`config.mk`:
```
export PLATFORM = sky130hd
export DESIGN_NAME = metro_dispense_arbiter
export DESIGN_NICKNAME = d
export VERILOG_FILES = /design/src/rtl/metro_pkg.sv /design/src/rtl/metro_rr_arb.sv /design/src/rtl/metro_dispense_arbiter.sv
export SDC_FILE = /design/constraint.sdc
export NUM_CORES = 1
export LEC_CHECK = 0
export ABC_AREA = 1
export CORE_MARGIN = 2
export CORE_UTILIZATION = 40
export CTS_CLUSTER_DIAMETER = 80
export DETAILED_ROUTE_END_ITERATION = 7
export GPL_TIMING_DRIVEN = 0
export PLACE_DENSITY = 0.7
export SETUP_SLACK_MARGIN = 0.02
export SYNTH_ARGS = -nofsm -noshare
export SYNTH_HDL_FRONTEND = slang
export SYNTH_SLANG_ARGS = --single-unit
export TNS_END_PERCENT = 100
```
`constraint.sdc`:
```
create_clock -name clk -period 1.7 [get_ports clk]
set_input_delay 0.51 -clock clk [delete_from_list [all_inputs] [get_ports clk]]
set_output_delay 0.51 -clock clk [all_outputs]
set_load 0.05 [all_outputs]
```
`src/rtl/metro_pkg.sv`:
```
// metro_pkg: shared state encoding, default widths and index-width helper
// for the metro dispense arbiter and gate controller.
`default_nettype none

package metro_pkg;

  localparam int DEF_MONEY_W = 8;
  localparam int DEF_TKT_W   = 3;

  typedef enum logic [2:0] {
    IDLE     = 3'd0,
    GRANT    = 3'd1,
    DISPENSE = 3'd2,
    GAP      = 3'd3,
    DONE     = 3'd4
  } disp_state_t;

  function automatic int term_idx_w(input int n);
    return (n <= 2) ? 1 : $clog2(n);
  endfunction

endpackage

`default_nettype wire

```
`src/rtl/metro_rr_arb.sv`:
```
// metro_rr_arb: combinational round-robin picker, first set req at or above ptr,
// wrapping around; rev 1.0.
`default_nettype none

module metro_rr_arb
  import metro_pkg::*;
#(
  parameter int N_TERM = 4,
  parameter int IDX_W  = term_idx_w(N_TERM)
) (
  input  logic [N_TERM-1:0] req,
  input  logic [IDX_W-1:0]  ptr,
  output logic [N_TERM-1:0] sel,
  output logic [IDX_W-1:0]  idx,
  output logic              valid
);

  int j;

  always_comb begin
    sel   = '0;
    idx   = '0;
    valid = 1'b0;
    j     = 0;
    for (int k = 0; k < N_TERM; k++) begin
      j = int'(ptr) + k;
      if (j >= N_TERM) j = j - N_TERM;
      if (!valid && req[j]) begin
        valid  = 1'b1;
        sel[j] = 1'b1;
        idx    = IDX_W'(j);
      end
    end
  end

endmodule

`default_nettype wire

```
`src/rtl/metro_dispense_arbiter.sv`:
```
// metro_dispense_arbiter: round-robin sharing of one coin hopper and one ticket
// printer among N_TERM terminals; optional stall timeout via DISP_TIMEOUT_EN; rev 1.0.
`default_nettype none

module metro_dispense_arbiter
  import metro_pkg::*;
#(
  parameter int N_TERM      = 4,
  parameter int MONEY_W     = DEF_MONEY_W,
  parameter int TKT_W       = DEF_TKT_W,
  parameter int PULSE_GAP   = 2,
  parameter int TIMEOUT_CYC = 1000
) (
  input  logic                      clk,
  input  logic                      rst_n,
  input  logic [N_TERM-1:0]         req,
  input  logic [N_TERM*MONEY_W-1:0] req_money,
  input  logic [N_TERM*TKT_W-1:0]   req_tkt,
  input  logic                      hopper_ready,
  input  logic                      printer_ready,
  output logic [N_TERM-1:0]         grant,
  output logic [N_TERM-1:0]         done,
  output logic                      coin_pulse,
  output logic                      tkt_pulse,
  output logic                      busy,
  output logic [2:0]                cur_term,
  output logic                      fault
);

  localparam int IDX_W = term_idx_w(N_TERM);

  disp_state_t        state;
  logic [IDX_W-1:0]   rr_ptr;
  logic [IDX_W-1:0]   cur_idx;
  logic [N_TERM-1:0]  term_oh;
  logic [MONEY_W-1:0] money_cnt;
  logic [TKT_W-1:0]   tkt_cnt;
  logic [3:0]         gap_cnt;

  logic [N_TERM-1:0]  arb_sel;
  logic [IDX_W-1:0]   arb_idx;
  logic               arb_valid;

  logic [MONEY_W-1:0] money_arr [N_TERM];
  logic [TKT_W-1:0]   tkt_arr   [N_TERM];

  for (genvar i = 0; i < N_TERM; i++) begin : g_unpack
    assign money_arr[i] = req_money[i*MONEY_W +: MONEY_W];
    assign tkt_arr[i]   = req_tkt[i*TKT_W +: TKT_W];
  end

  metro_rr_arb #(
    .N_TERM (N_TERM),
    .IDX_W  (IDX_W)
  ) u_rr_arb (
    .req   (req),
    .ptr   (rr_ptr),
    .sel   (arb_sel),
    .idx   (arb_idx),
    .valid (arb_valid)
  );

  logic coin_go;
  logic tkt_go;
  logic counts_zero;

  assign coin_go     = (money_cnt != '0) && hopper_ready;
  assign tkt_go      = (tkt_cnt != '0) && printer_ready;
  assign counts_zero = (money_cnt == '0) && (tkt_cnt == '0);

`ifdef DISP_TIMEOUT_EN
  localparam int STALL_W = $clog2(TIMEOUT_CYC + 1);
  logic [STALL_W-1:0] stall_cnt;
`else
  logic unused_timeout;
  assign unused_timeout = (TIMEOUT_CYC != 0);
  assign fault          = 1'b0;
`endif

  always_ff @(posedge clk or negedge rst_n) begin
    if (!rst_n) begin
      state      <= IDLE;
      rr_ptr     <= '0;
      cur_idx    <= '0;
      term_oh    <= '0;
      money_cnt  <= '0;
      tkt_cnt    <= '0;
      gap_cnt    <= '0;
      grant      <= '0;
      done       <= '0;
      coin_pulse <= 1'b0;
      tkt_pulse  <= 1'b0;
      busy       <= 1'b0;
      cur_term   <= '0;
`ifdef DISP_TIMEOUT_EN
      stall_cnt  <= '0;
      fault      <= 1'b0;
`endif
    end else begin
      grant      <= '0;
      done       <= '0;
      coin_pulse <= 1'b0;
      tkt_pulse  <= 1'b0;
      case (state)
        IDLE: begin
          if (arb_valid) begin
            state    <= GRANT;
            grant    <= arb_sel;
            term_oh  <= arb_sel;
            cur_idx  <= arb_idx;
            cur_term <= 3'(arb_idx);
            busy     <= 1'b1;
`ifdef DISP_TIMEOUT_EN
            fault    <= 1'b0;
`endif
          end
        end
        GRANT: begin
          money_cnt <= money_arr[cur_idx];
          tkt_cnt   <= tkt_arr[cur_idx];
          if ((money_arr[cur_idx] == '0) && (tkt_arr[cur_idx] == '0)) begin
            state <= DONE;
            done  <= term_oh;
          end else begin
            state <= DISPENSE;
          end
        end
        DISPENSE: begin
          if (coin_go) begin
            coin_pulse <= 1'b1;
            money_cnt  <= money_cnt - 1'b1;
          end
          if (tkt_go) begin
            tkt_pulse <= 1'b1;
            tkt_cnt   <= tkt_cnt - 1'b1;
          end
          // GAP includes the pulse cycle itself, so PULSE_GAP low cycles follow each pulse
          if (coin_go || tkt_go) begin
            state   <= GAP;
            gap_cnt <= 4'(PULSE_GAP - 1);
`ifdef DISP_TIMEOUT_EN
            stall_cnt <= '0;
          end else if (stall_cnt == STALL_W'(TIMEOUT_CYC - 1)) begin
            state     <= DONE;
            done      <= term_oh;
            fault     <= 1'b1;
            money_cnt <= '0;
            tkt_cnt   <= '0;
            stall_cnt <= '0;
          end else begin
            stall_cnt <= stall_cnt + 1'b1;
`endif
          end
        end
        GAP: begin
          if (gap_cnt == '0) begin
            if (counts_zero) begin
              state <= DONE;
              done  <= term_oh;
            end else begin
              state <= DISPENSE;
            end
          end else begin
            gap_cnt <= gap_cnt - 1'b1;
          end
        end
        DONE: begin
          state    <= IDLE;
          rr_ptr   <= (cur_idx == IDX_W'(N_TERM - 1)) ? '0 : cur_idx + 1'b1;
          busy     <= 1'b0;
          cur_term <= '0;
          cur_idx  <= '0;
        end
        default: begin
          state <= IDLE;
          busy  <= 1'b0;
        end
      endcase
    end
  end

endmodule

`default_nettype wire
```
==> run summary <==
Ports = 67
Total grt overflow = 0
Sequential element share of the synthesized area = 0.343
Worst Reg-to-Reg Cells = 12
Pwr Total = 0.00544 W
Total clock sinks = 37
Setup violations, final = 5
Reg2reg setup slack = -20 ps
Met3 Wirelength = 388 µm
Total GRT Usage = 0.191
Final ANT Viol Nets = 0
Die area = 7420 µm²
Final worst slack = -22.3 ps
Worst R2R End = state[1]
Rows = 29
DIE HEIGHT = 86.1 µm
Final HPWL DP = 4.96 mm
Wire length of the first global-routing pass = 11.5 mm
Starting Density = 0.420
CP max FO = 5
LEAKAGE = 1.98 nW
CTS max path bufs = 2
Power Dens Cells = 1370 nW/µm²
CTS tree = done
R2r startpoint = rr_ptr[0]
Number of global-route vias before repair = 2687
Layout cell share with drive strength beyond 1 = 0.251
Crit path launch type = flop
WP data required = 1900 ps
Tcrit/Tclk final = 1.01
Wire length per cell = 12.5 µm
Largest net degree at the start of global routing = 38
TritonCTS buffer count = 5
Post-route minimum period = 1720 ps
Port Buffers = 64
Synth cell types = 35
N_diodes = 0
Most frequent cells in the layout = nand2_1, clkdlybuf4s50_1, dfrtp_1
Post-DR vias/cell = 4.93
RSZ-0062 raised after global routing = true
Failing checks = negative setup slack
Clock Skews = 6.77 ps
Hold Path Class = in2async
Met1 Wirelength = 3.09 mm
Slew Limit Fails = 0
Placer congestion estimate = 0.828
Clock root cell = clkbuf_8
Residual DRC = 0
Fill cell count = 589
Setup crit end kind = flop
Max-slew headroom = 0.463
Clk slew on worst S/H paths = 80 ps
Worst skew pair latency = 300 ps
Crit Path Category = reg2reg
Number of hold buffers added after cts = 0
Routed WL = 7.12 mm
Synth Warn # = 0
Nets = 554
Area Overhead vs Synth = 47.2%
Initial antenna violation count = 0
Pre-antenna DRT Iters = 4
Arrival time worst endpoint = 1920 ps
Fin. Hold Viols = 0
Post-synthesis register bit count = 37
Worst slew pin tran = 806 ps
Cell Area, Synth = 2700 µm²
Status = finished with violations
Fmax = 581 MHz
Worst VDD drop = 0.552 mV
Most common cell after layout, fill and taps aside = nand2_1
Vias = 2801
Core box area = 6420 µm²
Drt first-iter violations = 142
Met2 WL = 3.53 mm
Avg Synthesized Cell Area = 6.99 µm²
Max Cap Viol = 0
Cell count after synthesis = 386
Top layer in use = met4
DIE WIDTH = 86.1 µm
Post-Layout Cell Count = 568
Placed cell count = 528
H-tree levels = 2
-- power by group --
part / total, W / switching [W] / internal [W] / leakage, nW
clock network: 0.000642 / 0.000351 / 0.000291 / 0.0481
registers: 0.00136 / 0.000174 / 0.00119 / 0.476
logic: 0.00344 / 0.00208 / 0.00136 / 1.46
-- cell type report --
type,count,area (µm²),area share
sequential,37,930,0.234
buffer,12,116,0.0293
tap,77,96.3,0.0243
clock buffer,5,68.8,0.0173
clock inverter,3,22.5,0.00567
timing repair buffer,95,863,0.217
multi-input combinational,298,1700,0.429
inverter,41,171,0.0431
-- flip-flops by register name, summed over array words and instances (netlist names) --
| signal | cells |
|---|---|
| tkt_pulse | 1 |
| gap_cnt | 4 |
| term_oh | 4 |
| grant | 4 |
| rr_ptr | 2 |
| done | 4 |
| coin_pulse | 1 |
| money_cnt | 8 |
| tkt_cnt | 3 |
| cur_term | 2 |
| busy | 1 |
| state | 3 |
-- cell usage after synthesis --
cell type	count	area [µm²]
a21boi_0	5	37.5
a21oi_1	6	30.0
a31oi_1	1	6.26
and2_1	2	12.5
buf_2	3	15.0
buf_4	3	22.5
buf_6	6	67.6
clkbuf_1	1	3.75
conb_1	1	3.75
dfrtp_1	37	926
ha_1	12	150
inv_1	36	135
inv_2	2	7.51
inv_4	2	12.5
inv_6	1	8.76
nand2_1	133	499
nand2_2	4	25.0
nand2_4	3	33.8
nand3_1	44	220
nand3_2	1	10.0
nand4_1	7	43.8
nor2_1	25	93.8
nor2_2	2	12.5
nor2_4	1	11.3
nor2_8	1	20.0
nor3_1	2	10.0
o211ai_1	3	22.5
o21ai_0	24	120
o21ai_1	6	30.0
o21ai_2	1	8.76
o21ai_4	1	16.3
o21bai_1	1	7.51
o31ai_1	3	22.5
or2_4	1	8.76
xor2_1	5	43.8
-- timing repair --
action,CTS,global route
setup endpoints to repair,39,37
gates resized for setup,53,42
setup buffers,18,12
pin swaps,24,29
gates cloned,3,0
-- worst max-delay path, stage by stage, from the launching register on --
cell and delay, ps:
dfrtp_2 470, inv_8 70, ha_4 200, inv_4 50, nand3_2 50, nand2_2 100, inv_2 60, nor2_4 170
nand4_1 170, nand2_1 120, inv_1 40, nand2_1 40, nand2_1 50
-- layer usage --
metal | track usage | vias to the layer above
li1 | - | 1445
met1 | 0.221 | 1246
met2 | 0.346 | 99
met3 | 0.0423 | 11
met4 | 0.0649 | 0
met5 | 0 | -
-- metrics by stage --
stage / hold WS [ps] / utilization / setup slack [ps] / instance area, µm² / setup TNS, ps
2_1_floorplan: 214 / - / 29.0 / 2720 / 0
3_3_place_gp: 464 / 0.538 / -841 / 3460 / -33120
3_5_place_dp: 465 / 0.538 / -427 / 3450 / -7160
4_1_cts: 333 / 0.587 / -13.1 / 3770 / -24.2
5_1_grt: 364 / 0.619 / -160 / 3970 / -1580
6_report: 295 / 0.619 / -22.3 / 3970 / -44.0
-- worst max path at each step --
stage,from,depth (start not counted),to
finish,rr_ptr[0],12,state[1]
global route,rr_ptr[0],12,state[1]
CTS,rr_ptr[0],12,grant[1]
detailed placement,req[3],10,grant[1]
global placement,rst_n,1,cur_term[0]
floorplan,rr_ptr[0],13,term_oh[0]
-- logic make-up (layout without fill, tap and decap cells) --
family / Yosys count / after routing / share of synthesized area
simple gates: 226 / 228 / 0.371
xor+xnor: 5 / 5 / 0.0162
buf+inv: 54 / 156 / 0.101
fa+ha+maj: 12 / 12 / 0.0556
other cells: 1 / 2 / 0.00139
flops: 37 / 37 / 0.343
compound gates: 51 / 51 / 0.112
No activity file was read; power rests on OpenSTA's default activity.
